==> src/rtl/div_pkg.sv <==
// Shared types and constants for the divider arbiter slice.
package div_pkg;

  typedef enum logic [1:0] {IDLE, LAUNCH, WAIT, RESP} state_t;

  localparam int DIV_LATENCY = 64;
  // Sliced down to the operand width by users; operand widths up to 64 supported.
  localparam logic [63:0] DBZ_QUOTIENT = '1;

endpackage

==> src/rtl/div_arbiter_if.sv <==
// Requester/response bundle between the issue ports and the divider arbiter.
interface div_arbiter_if #(
  parameter int N_REQ = 4,
  parameter int WIDTH = 32
);
  localparam int ID_W = (N_REQ > 1) ? $clog2(N_REQ) : 1;

  logic [N_REQ-1:0]       req_valid;
  logic [N_REQ-1:0]       req_ready;
  logic [N_REQ*WIDTH-1:0] req_dividend;
  logic [N_REQ*WIDTH-1:0] req_divisor;
  logic                   rsp_valid;
  logic                   rsp_ready;
  logic [ID_W-1:0]        rsp_id;
  logic [WIDTH-1:0]       rsp_quotient;
  logic [WIDTH-1:0]       rsp_remainder;
  logic                   rsp_dbz;
  logic                   rsp_timeout;

  modport master (
    output req_valid, req_dividend, req_divisor, rsp_ready,
    input  req_ready, rsp_valid, rsp_id, rsp_quotient, rsp_remainder, rsp_dbz, rsp_timeout
  );

  modport slave (
    input  req_valid, req_dividend, req_divisor, rsp_ready,
    output req_ready, rsp_valid, rsp_id, rsp_quotient, rsp_remainder, rsp_dbz, rsp_timeout
  );
endinterface

==> src/rtl/rr_arbiter.sv <==
// Combinational round-robin pick: first requester at or after ptr, wrapping.
module rr_arbiter #(
  parameter int N = 4,
  parameter int IW = (N > 1) ? $clog2(N) : 1
) (
  input  logic [N-1:0]  req,
  input  logic [IW-1:0] ptr,
  output logic [N-1:0]  grant,
  output logic [IW-1:0] idx,
  output logic          any
);
  logic [IW:0] pos;
  logic        found;

  always_comb begin
    grant = '0;
    idx   = '0;
    found = 1'b0;
    pos   = '0;
    for (int k = 0; k < N; k++) begin
      pos = {1'b0, ptr} + (IW+1)'(k);
      if (pos >= (IW+1)'(N)) pos = pos - (IW+1)'(N);
      if (!found && req[pos[IW-1:0]]) begin
        found              = 1'b1;
        grant[pos[IW-1:0]] = 1'b1;
        idx                = pos[IW-1:0];
      end
    end
  end

  assign any = |req;

endmodule

==> src/rtl/div_arbiter.sv <==
// Shares one sequential divider among N_REQ requesters, one op in flight,
// with local divide-by-zero answers and a watchdog on the divider handshake.
module div_arbiter
  import div_pkg::*;
#(
  parameter int N_REQ      = 4,
  parameter int WIDTH      = 32,
  parameter int MAX_CYCLES = 100
) (
  input  logic             clk,
  input  logic             rst_n,
  div_arbiter_if.slave     bus,
  output logic             busy,
  output logic             div_start,
  output logic [WIDTH-1:0] div_dividend,
  output logic [WIDTH-1:0] div_divisor,
  input  logic             div_done,
  input  logic [WIDTH-1:0] div_quotient,
  input  logic [WIDTH-1:0] div_remainder
);
  localparam int ID_W = (N_REQ > 1) ? $clog2(N_REQ) : 1;
  localparam int WD_W = $clog2(MAX_CYCLES + 1);

  state_t           state, state_nx;
  logic [ID_W-1:0]  rr_ptr, g_idx, id_r;
  logic [N_REQ-1:0] g_onehot;
  logic             any_req;
  logic [WIDTH-1:0] sel_dividend, sel_divisor, quo_r, rem_r;
  logic             dbz_r, to_r;
  logic [WD_W-1:0]  wd;
  logic             wd_expired;

  rr_arbiter #(.N(N_REQ), .IW(ID_W)) u_rr (
    .req   (bus.req_valid),
    .ptr   (rr_ptr),
    .grant (g_onehot),
    .idx   (g_idx),
    .any   (any_req)
  );

  assign sel_dividend = bus.req_dividend[int'(g_idx)*WIDTH +: WIDTH];
  assign sel_divisor  = bus.req_divisor[int'(g_idx)*WIDTH +: WIDTH];
  assign wd_expired   = (wd == WD_W'(MAX_CYCLES - 1));

  always_ff @(posedge clk or negedge rst_n) begin
    if (!rst_n) state <= IDLE;
    else        state <= state_nx;
  end

  always_comb begin
    state_nx = state;
    case (state)
      IDLE:    if (any_req) state_nx = (sel_divisor == '0) ? RESP : LAUNCH;
      LAUNCH:  state_nx = WAIT;
      WAIT:    if (div_done || wd_expired) state_nx = RESP;
      RESP:    if (bus.rsp_ready) state_nx = IDLE;
      default: state_nx = IDLE;
    endcase
  end

  // Grant is visible only while idle, so at most one op is accepted per cycle.
  assign bus.req_ready     = (state == IDLE) ? g_onehot : '0;
  assign bus.rsp_valid     = (state == RESP);
  assign bus.rsp_id        = id_r;
  assign bus.rsp_quotient  = quo_r;
  assign bus.rsp_remainder = rem_r;
  assign bus.rsp_dbz       = dbz_r;
  assign bus.rsp_timeout   = to_r;
  assign busy              = (state != IDLE);
  assign div_start         = (state == LAUNCH);

  always_ff @(posedge clk or negedge rst_n) begin
    if (!rst_n) begin
      rr_ptr       <= '0;
      id_r         <= '0;
      div_dividend <= '0;
      div_divisor  <= '0;
      quo_r        <= '0;
      rem_r        <= '0;
      dbz_r        <= 1'b0;
      to_r         <= 1'b0;
      wd           <= '0;
    end else begin
      case (state)
        IDLE: if (any_req) begin
          id_r         <= g_idx;
          rr_ptr       <= (g_idx == ID_W'(N_REQ - 1)) ? '0 : g_idx + 1'b1;
          div_dividend <= sel_dividend;
          div_divisor  <= sel_divisor;
          dbz_r        <= (sel_divisor == '0);
          to_r         <= 1'b0;
          if (sel_divisor == '0) begin
            quo_r <= DBZ_QUOTIENT[WIDTH-1:0];
            rem_r <= sel_dividend;
          end
        end
        LAUNCH: wd <= '0;
        WAIT: begin
          if (div_done) begin
            quo_r <= div_quotient;
            rem_r <= div_remainder;
          end else if (wd_expired) begin
            to_r  <= 1'b1;
            quo_r <= '0;
            rem_r <= '0;
          end else if (wd != '1) begin
            wd <= wd + 1'b1;
          end
        end
        default: ;
      endcase
    end
  end

endmodule

==> src/flat_wrapper.sv <==
// flat-port wrapper written by rule: the top's interface ports become plain ports
module div_arbiter_flat import div_pkg::*;
#(
  parameter int N_REQ      = 4,
  parameter int WIDTH      = 32,
  parameter int MAX_CYCLES = 100
)
  (clk, rst_n, busy, div_start, div_dividend, div_divisor, div_done, div_quotient, div_remainder, bus_req_valid, bus_req_dividend, bus_req_divisor, bus_rsp_ready, bus_req_ready, bus_rsp_valid, bus_rsp_id, bus_rsp_quotient, bus_rsp_remainder, bus_rsp_dbz, bus_rsp_timeout);
  div_arbiter_if #(.N_REQ(N_REQ), .WIDTH(WIDTH)) bus_i ();
  input  logic clk;
  input  logic rst_n;
  output logic busy;
  output logic div_start;
  output logic [WIDTH-1:0] div_dividend;
  output logic [WIDTH-1:0] div_divisor;
  input  logic div_done;
  input  logic [WIDTH-1:0] div_quotient;
  input  logic [WIDTH-1:0] div_remainder;
  input wire logic [$bits(bus_i.req_valid)-1:0] bus_req_valid;
  input wire logic [$bits(bus_i.req_dividend)-1:0] bus_req_dividend;
  input wire logic [$bits(bus_i.req_divisor)-1:0] bus_req_divisor;
  input wire logic [$bits(bus_i.rsp_ready)-1:0] bus_rsp_ready;
  output wire logic [$bits(bus_i.req_ready)-1:0] bus_req_ready;
  output wire logic [$bits(bus_i.rsp_valid)-1:0] bus_rsp_valid;
  output wire logic [$bits(bus_i.rsp_id)-1:0] bus_rsp_id;
  output wire logic [$bits(bus_i.rsp_quotient)-1:0] bus_rsp_quotient;
  output wire logic [$bits(bus_i.rsp_remainder)-1:0] bus_rsp_remainder;
  output wire logic [$bits(bus_i.rsp_dbz)-1:0] bus_rsp_dbz;
  output wire logic [$bits(bus_i.rsp_timeout)-1:0] bus_rsp_timeout;
  assign bus_i.req_valid = bus_req_valid;
  assign bus_i.req_dividend = bus_req_dividend;
  assign bus_i.req_divisor = bus_req_divisor;
  assign bus_i.rsp_ready = bus_rsp_ready;
  assign bus_req_ready = bus_i.req_ready;
  assign bus_rsp_valid = bus_i.rsp_valid;
  assign bus_rsp_id = bus_i.rsp_id;
  assign bus_rsp_quotient = bus_i.rsp_quotient;
  assign bus_rsp_remainder = bus_i.rsp_remainder;
  assign bus_rsp_dbz = bus_i.rsp_dbz;
  assign bus_rsp_timeout = bus_i.rsp_timeout;
  div_arbiter #(.N_REQ(N_REQ), .WIDTH(WIDTH), .MAX_CYCLES(MAX_CYCLES)) u_core (.clk(clk), .rst_n(rst_n), .bus(bus_i), .busy(busy), .div_start(div_start), .div_dividend(div_dividend), .div_divisor(div_divisor), .div_done(div_done), .div_quotient(div_quotient), .div_remainder(div_remainder));
endmodule
==> config.mk <==
export PLATFORM = sky130hd
export DESIGN_NAME = div_arbiter_flat
export DESIGN_NICKNAME = d
export VERILOG_FILES = /design/src/rtl/div_pkg.sv /design/src/rtl/div_arbiter_if.sv /design/src/rtl/rr_arbiter.sv /design/src/rtl/div_arbiter.sv /design/src/flat_wrapper.sv
export SDC_FILE = /design/constraint.sdc
export NUM_CORES = 1
export LEC_CHECK = 0
export CAP_MARGIN = 10
export CORE_AREA = 10 10 174 176
export DETAILED_ROUTE_END_ITERATION = 10
export DIE_AREA = 0 0 184 186
export PLACE_DENSITY = 0.79
export SETUP_SLACK_MARGIN = 0.2
export SYNTH_ARGS = -nofsm -noshare
export SYNTH_HDL_FRONTEND = slang
export SYNTH_SLANG_ARGS = --single-unit
==> constraint.sdc <==
create_clock -name clk -period 11.7 [get_ports clk]
set_input_delay 2.34 -clock clk [delete_from_list [all_inputs] [get_ports clk]]
set_output_delay 2.34 -clock clk [all_outputs]
set_load 0.02 [all_outputs]
---- After elaboration in Yosys (flattened, before gate mapping) ----
Index checks and enable logic that the tools add are counted.
word-level totals
  memory bits (read-only) ................. 0
  bits of input ports ..................... 328
  word-level logic and storage cells ...... 128
  memory bits (writable) .................. 0
  bits in registers ....................... 143
  memories kept ........................... 0
  latch bits .............................. 0
  output and inout port bits .............. 139
operators by class
  eq/ne operators ......................... 15
  shift-type cells ........................ 2
  add/subtract/negate cells ............... 9
  $mul .................................... 0
  order comparisons ....................... 12
  bitwise operators ....................... 3
  div/mod/pow operators ................... 0
  mux-type cells .......................... 55
  reduce and logical (&&, ||, !) cells .... 22
operators by type and width
  operator                                                                              number
  128-bit by 8-bit variable part select with 32-bit output                              2
  32-bit 2-to-1 mux                                                                     7
  32-bit one-hot mux with 2 select lines                                                2
  32-bit logical NOT                                                                    1
  2-bit 2-to-1 mux                                                                      13
  7-bit 2-to-1 mux                                                                      3
  4-bit 2-to-1 mux                                                                      5
  1-bit 2-to-1 mux                                                                      14
  7-bit one-hot mux with 2 select lines                                                 1
  2-bit by 3-bit < comparator with 1-bit output (second input constant)                 4
  4-bit bitwise OR                                                                      3
  4-bit AND reduction                                                                   3
  3-bit greater-or-equal comparator (second input constant)                             3
  1-bit binary-select mux with 2-bit select                                             4
  1-bit demux with 2-bit select                                                         4
  2-bit by 1-bit greater-or-equal comparator with 1-bit output (second input constant)  4
  2-bit by 1-bit != test with 1-bit output (second input constant)                      4
  2-bit != test (second input constant)                                                 4
  2-bit one-hot mux with 4 select lines                                                 1
  2-bit by 1-bit subtractor with 2-bit output (second input constant)                   4
  7-bit by 1-bit adder with 7-bit output (second input constant)                        1
  7-bit == test (second input constant)                                                 1
  1-bit logical AND                                                                     7
  7-bit != test (second input constant)                                                 1
  other kinds (15)                                                                      22

---- Depth between registers and ports, before layout ----
  word-level depth ........................ 19
  gate-level depth with buffers ........... 20
  mapped depth without buffers ............ 12

---- Hierarchy ----
From an unflattened synthesis, not the netlist that was laid out.
second synthesis, totals
  cell total of the unflattened synthesis .. 714
  area, all modules ....................... 8191.6 um^2
by module, submodules not included
  module       sequential area each (um^2)  cells an instance  area an instance (um^2)  times used
  div_arbiter  3578.4                       667                7764.9                   1
  rr_arbiter   0.0                          47                 426.7                    1

---- Worst setup path before layout ----
OpenSTA, ideal clock, no wires.
  path kind ............................... in2out
  start point ............................. in bus_req_valid[0]
  end point ............................... out bus_req_ready[0]
  data arrival time ....................... 4.078 ns
  data required time ...................... 9.360 ns
  stages .................................. 8
  path slack .............................. 5.282 ns
  cells stage by stage .................... clkbuf_1 mux4_2 nor2b_2 clkbuf_1 a22oi_1 nor2_1 a221oi_1 nor2_1
between the ends
  longest elaborated chain between the ends .. 13
ends and longest elaborated chain
  element                                    line                source
  start: declaration                         flat_wrapper.sv:19  input wire logic [$bits(bus_i.req_valid)-1:0] bus_req_valid;
  1-bit binary-select mux with 2-bit select  rr_arbiter.sv:23    if (!found && req[pos[IW-1:0]]) begin
  1-bit 2-to-1 mux (not written as such)     rr_arbiter.sv:23
  1-bit 2-to-1 mux                           rr_arbiter.sv:23
  1-bit logical NOT                          rr_arbiter.sv:23
  1-bit logical AND                          rr_arbiter.sv:23
  1-bit 2-to-1 mux                           rr_arbiter.sv:23
  1-bit logical NOT                          rr_arbiter.sv:23
  1-bit logical AND                          rr_arbiter.sv:23
  1-bit 2-to-1 mux                           rr_arbiter.sv:23
  1-bit logical NOT                          rr_arbiter.sv:23
  1-bit logical AND                          rr_arbiter.sv:23
  4-bit 2-to-1 mux *                         rr_arbiter.sv:23
  4-bit 2-to-1 mux *                         div_arbiter.sv:62   assign bus.req_ready = (state == IDLE) ? g_onehot : '0;
  end: declaration                           flat_wrapper.sv:23  output wire logic [$bits(bus_i.req_ready)-1:0] bus_req_ready;
Every way passes the cells marked *; elsewhere a longest branch is shown, timed or not. The select of a mux whose other input is x is not followed.

---- Final worst setup path ----
  start point ............................. in bus_req_valid[2]
  end point ............................... out bus_req_ready[0]
The elaborated chain is that of the path after synthesis.

==> results.yml <==
placed_design:
  dp_slack_ps: 3950
  numPortBuffers: 466
  hpwl_um: 32100
  place_congestion: 0.948
global_routing:
  grt_max_degree: 98
  grt_usage: 0.228
  grt_overflow_total: 0
  antenna_found_initial: 2
  grt_pass1_wl_um: 60100
  first_global_vias: 9629
detailed_routing:
  viasPerCell: 5.31
  drt-wirelength-per-cell_um: 22.6
  ant_nets: 0
  wirelength_um: 40900
  dr.pass1.iters: 6
  first_iter_violations: 882
  drc_errors: 0
  vias: 9617
clocking:
  clock_sinks: 143
  clk_pin_slew_ps: 70
  cts-root-buf: "clkbuf_16"
  numCtsBuffers: 17
  cts_resized: 0
  cts_hold_buffers: 0
  post_cts_buffers: 0
  cts_max_level: 4
  tritoncts: "built"
  clock_latency_ps: 420
  cts_buffer_depth: 2
final_layout:
  regArea_um2: 3580
  syn2layout_area_growth_pct: 57.7
  drive_gt1_frac: 0.0899
  final_util: 0.555
  n_fill_cell: 2353
  multi_input_area_um2: 5420
  nets: 1796
setup_path:
  cpMaxStageDelayCell: "o21ai_1"
  critical_path_buf_inv_count: 2
  r2r_cells: 14
  startpoint_type: "input pin"
  cp_data_arrival_time_ps: 5370
  cp_cell_sequence: "clkdlybuf4s50_1 > and3b_1 > o21ai_1 > nand2_1 > a221oi_1 > nor2_1 > clkdlybuf4s50_1"
  timing.rr.start: "u_core.rr_ptr[0]"
  crit_top_cell: "clkdlybuf4s50_1"
  crit_path_max_fanout: 14
  worstReg2RegEnd: "u_core.bus.rsp_quotient[0]"
  crit_family: "buffers and inverters"
  required_ps: 9360
  reg2reg_slack_ps: 4620
  cpPeakStageDelay_ps: 760
  cp.depth: 7
  critPathCaptureType: "output port"
  worst-setup-path-type: "in -> out"
floorplanning:
  die_h_um: 186
  io_pins: 467
  dieWidth_um: 184
  start_util: 0.352
  core-area_um2: 26700
  rows: 60
  dieArea_um2: 34200
yosys:
  netlist_instances: 1043
  synth.yosys.seq_area_share: 0.380
  synth_edf_count: 0
  ys_ff_latch: 143
  ys_warn_count: 0
  avgSynthCellArea_um2: 9.02
  synthFlopType: "dfrtp_1"
  syn_area_um2: 9410
  yosysUniqueCellTypes: 53
  synthArstFlopShare: 1.00
  synth_nets: 1384
worst_hold_path:
  hold_class: "reg -> reg"
  hold_start: "u_core.div_dividend[5]"
  whs_path_depth: 2
  hold_end: "u_core.div_dividend[5]"
sta:
  worst_slew_pin_slew_ps: 1170
  setup_slack_ps: 3990
  finalCritPeriodShare: 0.659
  skew_ps: 12.5
  min_period_ps: 7710
  rsz0062_at_grt: "false"
  setup_viol: 0
  timing.setup.tns_ps: 0
  fmax_ghz: 0.130
  final_hold_viol_count: 0
  slew-limit-headroom: 0.220
  slew_violations: 0
run:
  cap_violations: 0
outcome:
  outcome: "finished clean"
power:
  power_mw: 4.09
  power_density_nw_per_um2: 276
  leakage_nw: 6.28
  vdd_drop_max_mv: 0.252
[synthesized netlist by cell type, types with 14 or more instances]
cell type | number | area [um2]
nor2_1 | 58 | 218
o21ai_0 | 80 | 400
dfrtp_1 | 143 | 3580
a22o_1 | 33 | 289
buf_2 | 16 | 80.1
clkbuf_1 | 52 | 195
nand2_1 | 251 | 942
nor4_1 | 16 | 100
a21oi_1 | 32 | 160
mux2i_1 | 87 | 871
nand4_1 | 18 | 113
mux2_1 | 47 | 529
mux2_2 | 71 | 800
o31ai_1 | 14 | 105
[worst max path at each step]
stage,to,startpoint
2_1_floorplan,bus_req_ready[0],bus_req_valid[0]
3_3_place_gp,bus_req_ready[0],bus_req_valid[3]
3_5_place_dp,u_core.bus.rsp_remainder[23],bus_req_valid[2]
4_1_cts,bus_req_ready[0],bus_req_valid[3]
5_1_grt,bus_req_ready[2],bus_req_valid[3]
6_report,bus_req_ready[0],bus_req_valid[2]
[cell families after synthesis]
group,after synthesis,share of synthesized area
multiplexers,209,0.243
flip-flops,143,0.380
buffers and inverters,95,0.0472
adder cells (fa/ha/maj),13,0.0173
AND/OR/NAND/NOR,374,0.168
AO/OA/AOI/OAI,207,0.142
XOR/XNOR,2,0.00186
[layer usage]
metal  wire length (um)  up-vias  GRT usage  share of wire
li1                   -     4536          -              -
met1              16800     4640      0.288           0.41
met2              20200      405      0.382           0.49
met3               3190       36     0.0567          0.078
met4                719        0     0.0564          0.018
met5                  0        -          0              0
[worst register-to-register path, stage by stage, from the launching register on]
cell and delay [ps]:
dfrtp_1 930, inv_1 700, ha_1 630, and3b_1 270
o21ai_1 760, nand3_2 410, o21ai_4 250, buf_4 550
mux2i_1 310, mux2i_1 130, nor4_1 460, nand4_1 230
a21oi_4 200, buf_4 690, mux2_2 490
[cell type report]
type / count / area share
Timing Repair Buffer: 476 / 0.320
Sequential cell: 143 / 0.241
Clock inverter: 14 / 0.0118
Multi-Input combinational cell: 805 / 0.366
Tap cell: 341 / 0.0288
Clock buffer: 18 / 0.0296
Antenna cell: 2 / 0.000337
Inverter: 12 / 0.00304
[state kept, by name (all words and copies together), names as in the netlist]
name                      cells
u_core.bus.rsp_quotient      32
u_core.bus.rsp_remainder     32
u_core.div_dividend          32
u_core.div_divisor           32
u_core.wd                     7
u_core.bus.rsp_id             2
u_core.rr_ptr                 2
u_core.state                  2
u_core.bus.rsp_dbz            1
u_core.bus.rsp_timeout        1
[layout by cell type, fill, tap and decap left out, types with 12 or more instances in the layout]
master,netlist,routed
nand2_1,251,251
nand4_1,18,18
a31oi_1,13,13
o31ai_1,14,14
mux2_1,47,47
clkdlybuf4s50_1,0,465
o21ai_0,80,80
mux2i_1,87,87
a21oi_1,32,32
ha_1,13,13
dfrtp_1,143,143
clkbuf_16,0,17
nor4_1,16,16
mux2_2,71,71
a32oi_1,12,12
nor2_1,58,56
a22o_1,33,33
[stage by stage]
| stage | area [um2] | hold WS, ps | std cells |
|---|---|---|---|
| final | 14800 | 473 | 1811 |
| after global routing | 14800 | 490 | 1811 |
| after CTS | 14800 | 473 | 1809 |
| after detailed placement | 14200 | 458 | 1777 |
| after global placement | 14200 | 451 | 1777 |
| after floorplan | 9410 | 463 | 1043 |
[power breakdown]
group / total, mW / internal (mW) / switching, mW
Sequential: 0.833 / 0.706 / 0.127
Clock: 0.575 / 0.329 / 0.246
Combinational: 2.68 / 1.17 / 1.51
Power figures use the tool's default switching activity.
